`src/rtl/mem_dma_pkg.sv`:
```
// Shared types and constants for the block-copy DMA engine.
// Bank geometry here must track the unified memory it drives.
package mem_dma_pkg;

   localparam int unsigned NUM_BANKS = 4;
   localparam int unsigned DEPTH [NUM_BANKS] = '{1024, 32, 1024, 750};

   typedef enum logic [2:0] {
      StIdle,
      StPrime,
      StStream,
      StDrain,
      StDone,
      StReject
   } state_e;

   // Sums done in 32 bits, so addr+len can never wrap.
   function automatic logic fits(input int unsigned addr, input int unsigned len,
                                 input int unsigned depth);
      return (addr + len) <= depth;
   endfunction

endpackage

```
`src/rtl/mem_lane_drv.sv`:
```
// Steers one address/data/write-enable triple onto the selected bank lane.
// Every lane that is not selected drives zero.
module mem_lane_drv
   import mem_dma_pkg::*;
#(
   parameter int unsigned WIDTH  = 36,
   parameter int unsigned ADDR_W = 10
) (
   input  logic                       i_en,
   input  logic                       i_we,
   input  logic [1:0]                 i_bank,
   input  logic [ADDR_W-1:0]          i_addr,
   input  logic [WIDTH-1:0]           i_data,
   output logic [WIDTH*NUM_BANKS-1:0] o_a,
   output logic [WIDTH*NUM_BANKS-1:0] o_wd,
   output logic [NUM_BANKS-1:0]       o_we
);

   always_comb begin
      o_a  = '0;
      o_wd = '0;
      o_we = '0;
      for (int k = 0; k < NUM_BANKS; k++) begin
         if (i_en && (i_bank == 2'(k))) begin
            o_a[WIDTH*k +: WIDTH]  = WIDTH'(i_addr);
            o_wd[WIDTH*k +: WIDTH] = i_we ? i_data : '0;
            o_we[k]                = i_we;
         end
      end
   end

endmodule

```
`src/rtl/mem_dma_engine.sv`:
```
// Block-copy engine: streams one word per cycle from a source bank to a
// different destination bank through combinational-read/sync-write lanes.
module mem_dma_engine
   import mem_dma_pkg::*;
#(
   parameter int unsigned WIDTH  = 36,
   parameter int unsigned ADDR_W = 10,
   parameter int unsigned LEN_W  = 11
) (
   input  logic                       i_clk,
   input  logic                       i_rst_n,
   input  logic                       i_start,
   input  logic [1:0]                 i_src_bank,
   input  logic [1:0]                 i_dst_bank,
   input  logic [ADDR_W-1:0]          i_src_addr,
   input  logic [ADDR_W-1:0]          i_dst_addr,
   input  logic [LEN_W-1:0]           i_len,
   output logic                       o_busy,
   output logic                       o_done,
   output logic                       o_err,
   output logic [NUM_BANKS-1:0]       o_mem_we,
   output logic [WIDTH*NUM_BANKS-1:0] o_mem_a,
   output logic [WIDTH*NUM_BANKS-1:0] o_mem_wd,
   input  logic [WIDTH*NUM_BANKS-1:0] i_mem_rd
);

   state_e                     r_state, w_state_nxt;
   logic [1:0]                 r_src_bank, r_dst_bank;
   logic [ADDR_W-1:0]          r_src_addr, r_dst_addr, w_rd_addr, w_wr_addr;
   logic [LEN_W-1:0]           r_len, r_cnt, w_cnt_inc;
   logic [WIDTH-1:0]           r_data, w_src_word;
   logic                       r_err, w_reject, w_rd_en, w_wr_en;
   logic [WIDTH*NUM_BANKS-1:0] w_rd_a, w_rd_wd, w_wr_a, w_wr_wd;
   logic [NUM_BANKS-1:0]       w_rd_we, w_wr_we;

   always_comb begin
      w_reject = (i_src_bank == i_dst_bank) || (i_len == '0)
               || !fits(32'(i_src_addr), 32'(i_len), DEPTH[i_src_bank])
               || !fits(32'(i_dst_addr), 32'(i_len), DEPTH[i_dst_bank]);
   end

   // r_cnt is the source word index; the write side trails it by one.
   assign w_cnt_inc = r_cnt + LEN_W'(1);
   assign w_rd_addr = r_src_addr + r_cnt[ADDR_W-1:0];
   assign w_wr_addr = r_dst_addr + r_cnt[ADDR_W-1:0] - ADDR_W'(1);

   always_comb begin
      w_src_word = '0;
      for (int k = 0; k < NUM_BANKS; k++) begin
         if (r_src_bank == 2'(k)) w_src_word = i_mem_rd[WIDTH*k +: WIDTH];
      end
   end

   always_ff @(posedge i_clk or negedge i_rst_n) begin
      if (!i_rst_n) r_state <= StIdle;
      else          r_state <= w_state_nxt;
   end

   always_comb begin
      w_state_nxt = r_state;
      unique case (r_state)
         StIdle:            if (i_start) w_state_nxt = w_reject ? StReject : StPrime;
         StPrime, StStream: w_state_nxt = (w_cnt_inc == r_len) ? StDrain : StStream;
         StDrain:           w_state_nxt = StDone;
         StDone, StReject:  w_state_nxt = StIdle;
         default:           w_state_nxt = StIdle;
      endcase
   end

   always_comb begin
      o_busy  = 1'b0;
      o_done  = 1'b0;
      w_rd_en = 1'b0;
      w_wr_en = 1'b0;
      unique case (r_state)
         StPrime:          begin o_busy = 1'b1; w_rd_en = 1'b1; end
         StStream:         begin o_busy = 1'b1; w_rd_en = 1'b1; w_wr_en = 1'b1; end
         StDrain:          begin o_busy = 1'b1; w_wr_en = 1'b1; end
         StDone, StReject: o_done = 1'b1;
         default:          ;
      endcase
   end

   always_ff @(posedge i_clk or negedge i_rst_n) begin
      if (!i_rst_n) begin
         r_src_bank <= '0;
         r_dst_bank <= '0;
         r_src_addr <= '0;
         r_dst_addr <= '0;
         r_len      <= '0;
         r_cnt      <= '0;
         r_data     <= '0;
         r_err      <= 1'b0;
      end else begin
         if ((r_state == StIdle) && i_start) begin
            r_err <= w_reject;
            if (!w_reject) begin
               r_src_bank <= i_src_bank;
               r_dst_bank <= i_dst_bank;
               r_src_addr <= i_src_addr;
               r_dst_addr <= i_dst_addr;
               r_len      <= i_len;
               r_cnt      <= '0;
            end
         end else if (o_busy) begin
            r_cnt <= w_cnt_inc;
         end
         if (w_rd_en) r_data <= w_src_word;
      end
   end

   mem_lane_drv #(
      .WIDTH (WIDTH),
      .ADDR_W(ADDR_W)
   ) u_rd_lane (
      .i_en  (w_rd_en),
      .i_we  (1'b0),
      .i_bank(r_src_bank),
      .i_addr(w_rd_addr),
      .i_data('0),
      .o_a   (w_rd_a),
      .o_wd  (w_rd_wd),
      .o_we  (w_rd_we)
   );

   mem_lane_drv #(
      .WIDTH (WIDTH),
      .ADDR_W(ADDR_W)
   ) u_wr_lane (
      .i_en  (w_wr_en),
      .i_we  (1'b1),
      .i_bank(r_dst_bank),
      .i_addr(w_wr_addr),
      .i_data(r_data),
      .o_a   (w_wr_a),
      .o_wd  (w_wr_wd),
      .o_we  (w_wr_we)
   );

   // Source and destination banks always differ, so the OR never collides.
   assign o_mem_a  = w_rd_a  | w_wr_a;
   assign o_mem_wd = w_rd_wd | w_wr_wd;
   assign o_mem_we = w_rd_we | w_wr_we;
   assign o_err    = r_err;

endmodule

```
`config.mk`:
```
export PLATFORM = sky130hd
export DESIGN_NAME = mem_dma_engine
export DESIGN_NICKNAME = d
export VERILOG_FILES = /design/src/rtl/mem_dma_pkg.sv /design/src/rtl/mem_lane_drv.sv /design/src/rtl/mem_dma_engine.sv
export SDC_FILE = /design/constraint.sdc
export NUM_CORES = 1
export LEC_CHECK = 0
export CAP_MARGIN = 10
export CORE_AREA = 5 5 184 186
export DETAILED_ROUTE_END_ITERATION = 10
export DIE_AREA = 0 0 189 191
export PLACE_DENSITY = 0.61
export REMOVE_ABC_BUFFERS = 1
export SETUP_SLACK_MARGIN = 0.02
export SKIP_CTS_REPAIR_TIMING = 1
export SLEW_MARGIN = 5
export SYNTH_ARGS = -nofsm -noshare
export SYNTH_HDL_FRONTEND = slang
export SYNTH_SLANG_ARGS = --single-unit
```
`constraint.sdc`:
```
create_clock -name i_clk -period 3.8 [get_ports i_clk]
set_input_delay 0.38 -clock i_clk [delete_from_list [all_inputs] [get_ports i_clk]]
set_output_delay 0.38 -clock i_clk [all_outputs]
set_load 0.005 [all_outputs]
```
==> out/metrics.cfg <==
[run_status]
status = finished, violations left
violations = hold timing, setup timing

[timing]
drv_slew = 0
rsz0062_at_grt = true
slew-limit-headroom_pct = 52.2
fmax_mhz = 252
finalHoldViolCount = 7
min_period_ps = 3970
layout_setup_ws_ps = -172
clock-skew-final_ps = 13.9
fin_hold_ws_ps = -9.83
setup-violations-final = 43
period_share_pct = 105
worst_pin_slew_ps = 716
tns_ps = -5420

[routing]
ant_nets = 0
wl_per_cell_um = 20.4
viasPerCell = 4.64
firstDrtPassIters = 5
route.vias.total = 8283
initialDrtViolationCount = 312
drc = 0
wl_mm = 36.4

[logic_synthesis]
synth_top_area_cell = dfrtp_1
synth_ff_type = dfrtp_1
ys_seq_elements = 86
synth_edf_count = 0
synth_area_leaders = dfrtp_1, and2_1, mux4_2, ha_1, buf_4
synth_top_area_share_pct = 24.6
synthArstFlopShare_pct = 100
synth_area_per_cell_sq_um = 9.55
yosysSeqAreaShare_pct = 24.6
ys_types = 64
synth_cells = 916
synth_warnings = 0
netlist_area_sq_um = 8740

[critical_path]
startpoint_type = input pin
critPathRequiredTime_ps = 4030
r2r_end = r_data[5]$_DFFE_PN0P_
crit_type = input pin to register
r2r_slack_ps = 1580
worstPathArrival_ps = 4200
timing.rr.start = r_src_bank[0]$_DFFE_PN0P_
cp_max_fo = 7
cp-end-kind = register
reg2regPathDepth = 3

[global_route]
antenna_found_initial = 0
grt_pass1_wl_mm = 51.0
grt_max_degree = 40
track_usage_pct = 18.2
overflow = 0
grt_pass1_vias = 8347

[final_layout]
n_antenna_cell = 0
final_cell_mix = clkdlybuf4s50_1, and2_1, buf_4, conb_1, dfrtp_1
mostFrequentLayoutCell = clkdlybuf4s50_1
drive_gt1_share_pct = 22.7
area_delta_synth_final_pct = 63.1
final_nets = 1620

[clocking]
clockBufferDepth = 2
clk_pin_slew_ps = 70
cts_buffers = 9
h-tree-depth = 3
clk_latency_ps = 360
cts_root_buf = clkbuf_16
clock_sinks = 86
cts_tree = yes

[hold_path]
hold_class = input pin to asynchronous set/reset pin

[floorplan]
die_y_um = 191
die_w_um = 189
start_util_pct = 27.2
ioPinCount = 477
coreArea_sq_um = 32100
rows = 66
dieArea_sq_um = 36100

[power_and_ir_drop]
vdd_drop_max_mv = 0.377
p_per_area_nw_per_um2 = 644
leakagePower_nw = 6.33

[placed_design]
preCtsSetupSlack_ps = -1190
place_congestion = 0.889
dp_hpwl_mm = 29.3
io_buffers = 372

[run]
drv_cap = 0

worst max path at each step:
stage	slack [ps]	startpoint	depth (start not counted)	end
2_1_floorplan	-470	i_src_addr[0]	18	r_src_bank[0]$_DFFE_PN0P_
3_3_place_gp	-1030	i_len[0]	20	r_src_addr[7]$_DFFE_PN0P_
3_5_place_dp	-1190	i_len[0]	20	r_src_addr[5]$_DFFE_PN0P_
6_report	-170	i_src_addr[4]	17	r_src_bank[0]$_DFFE_PN0P_
4_1_cts	-820	i_len[0]	20	r_src_addr[7]$_DFFE_PN0P_
5_1_grt	-330	i_src_addr[4]	17	r_src_bank[0]$_DFFE_PN0P_
where the power goes:
part / total [W] / switching (W) / internal, W
clock network: 0.000901 / 0.000436 / 0.000465
logic: 0.00636 / 0.00302 / 0.00334
registers: 0.00193 / 0.000557 / 0.00137
total: 0.00919 / 0.00401 / 0.00518
logic make-up after synthesis:
group	count (synthesis)	synth area share (%)
flops	86	24.6
mux	107	18.4
other cells	1	0.0429
xor+xnor	52	5.21
simple gates	271	18.1
fa+ha+maj	67	9.93
buf+inv	202	13.4
compound gates	130	10.2
sequential cells by signal, indices dropped and copies added, names as in the netlist:
register / cells
r_data: 36
r_cnt: 11
r_len: 11
r_dst_addr: 10
r_src_addr: 10
r_state: 3
r_dst_bank: 2
r_src_bank: 2
o_err: 1
through the flow:
step                      hold slack (ps)  total power (W)  cells  utilization (%)  cell area [sq um]
after CTS                            5.22          0.00859   1767             41.9              13500
after detailed placement              395          0.00763   1751             41.0              13200
after global routing                 33.5          0.00983   1784             44.4              14300
final                               -9.83          0.00919   1784             44.4              14300
after floorplan                      84.4          0.00502    870                -               8150
after global placement                384          0.00755   1751             41.0              13200
final cells by class:
| class | instances | area [sq um] |
|---|---|---|
| repair buffers | 490 | 4770 |
| multi-input cells | 731 | 6330 |
| flip-flops and latches | 86 | 2150 |
| clock inverters | 7 | 71.3 |
| well taps | 408 | 510 |
| clock buffers | 9 | 225 |
| fillers | 3142 | 17900 |
| inverters | 53 | 199 |
layer usage:
metal	up-vias	track usage (%)	part of all wire [%]
li1	3926	-	-
met1	4049	21.5	40
met2	270	33.5	53
met3	38	3.93	5.5
met4	0	4.71	1.9
met5	-	0	0
synth_stat cells (all sizes together), types with 6 or more instances:
cell	instances
and2	145
buf	111
dfrtp	86
mux2	70
ha	63
inv	53
clkbuf	38
mux4	36
o22ai	36
xnor2	32
nor2	26
a21oi	21
nand2	21
nand3	21
xor2	20
o21ai	16
a21o	9
nor2b	9
a22o	8
nand2b	8
nor3	7
nor4	6
o31ai	6
or2	6
worst max-delay path: stages:
cell,delay (ps)
clkdlybuf4s50_1,500
ha_4,340
o2111ai_2,150
a41oi_2,250
o21ai_1,120
nand2b_1,110
a21oi_2,70
xnor2_1,190
ha_1,280
a21o_1,220
a2111oi_4,230
o32ai_2,140
a221oi_2,300
nand4_4,160
nor2_8,250
clkbuf_16,210
mux2_4,300
No activity file was read; power rests on OpenSTA's default activity.
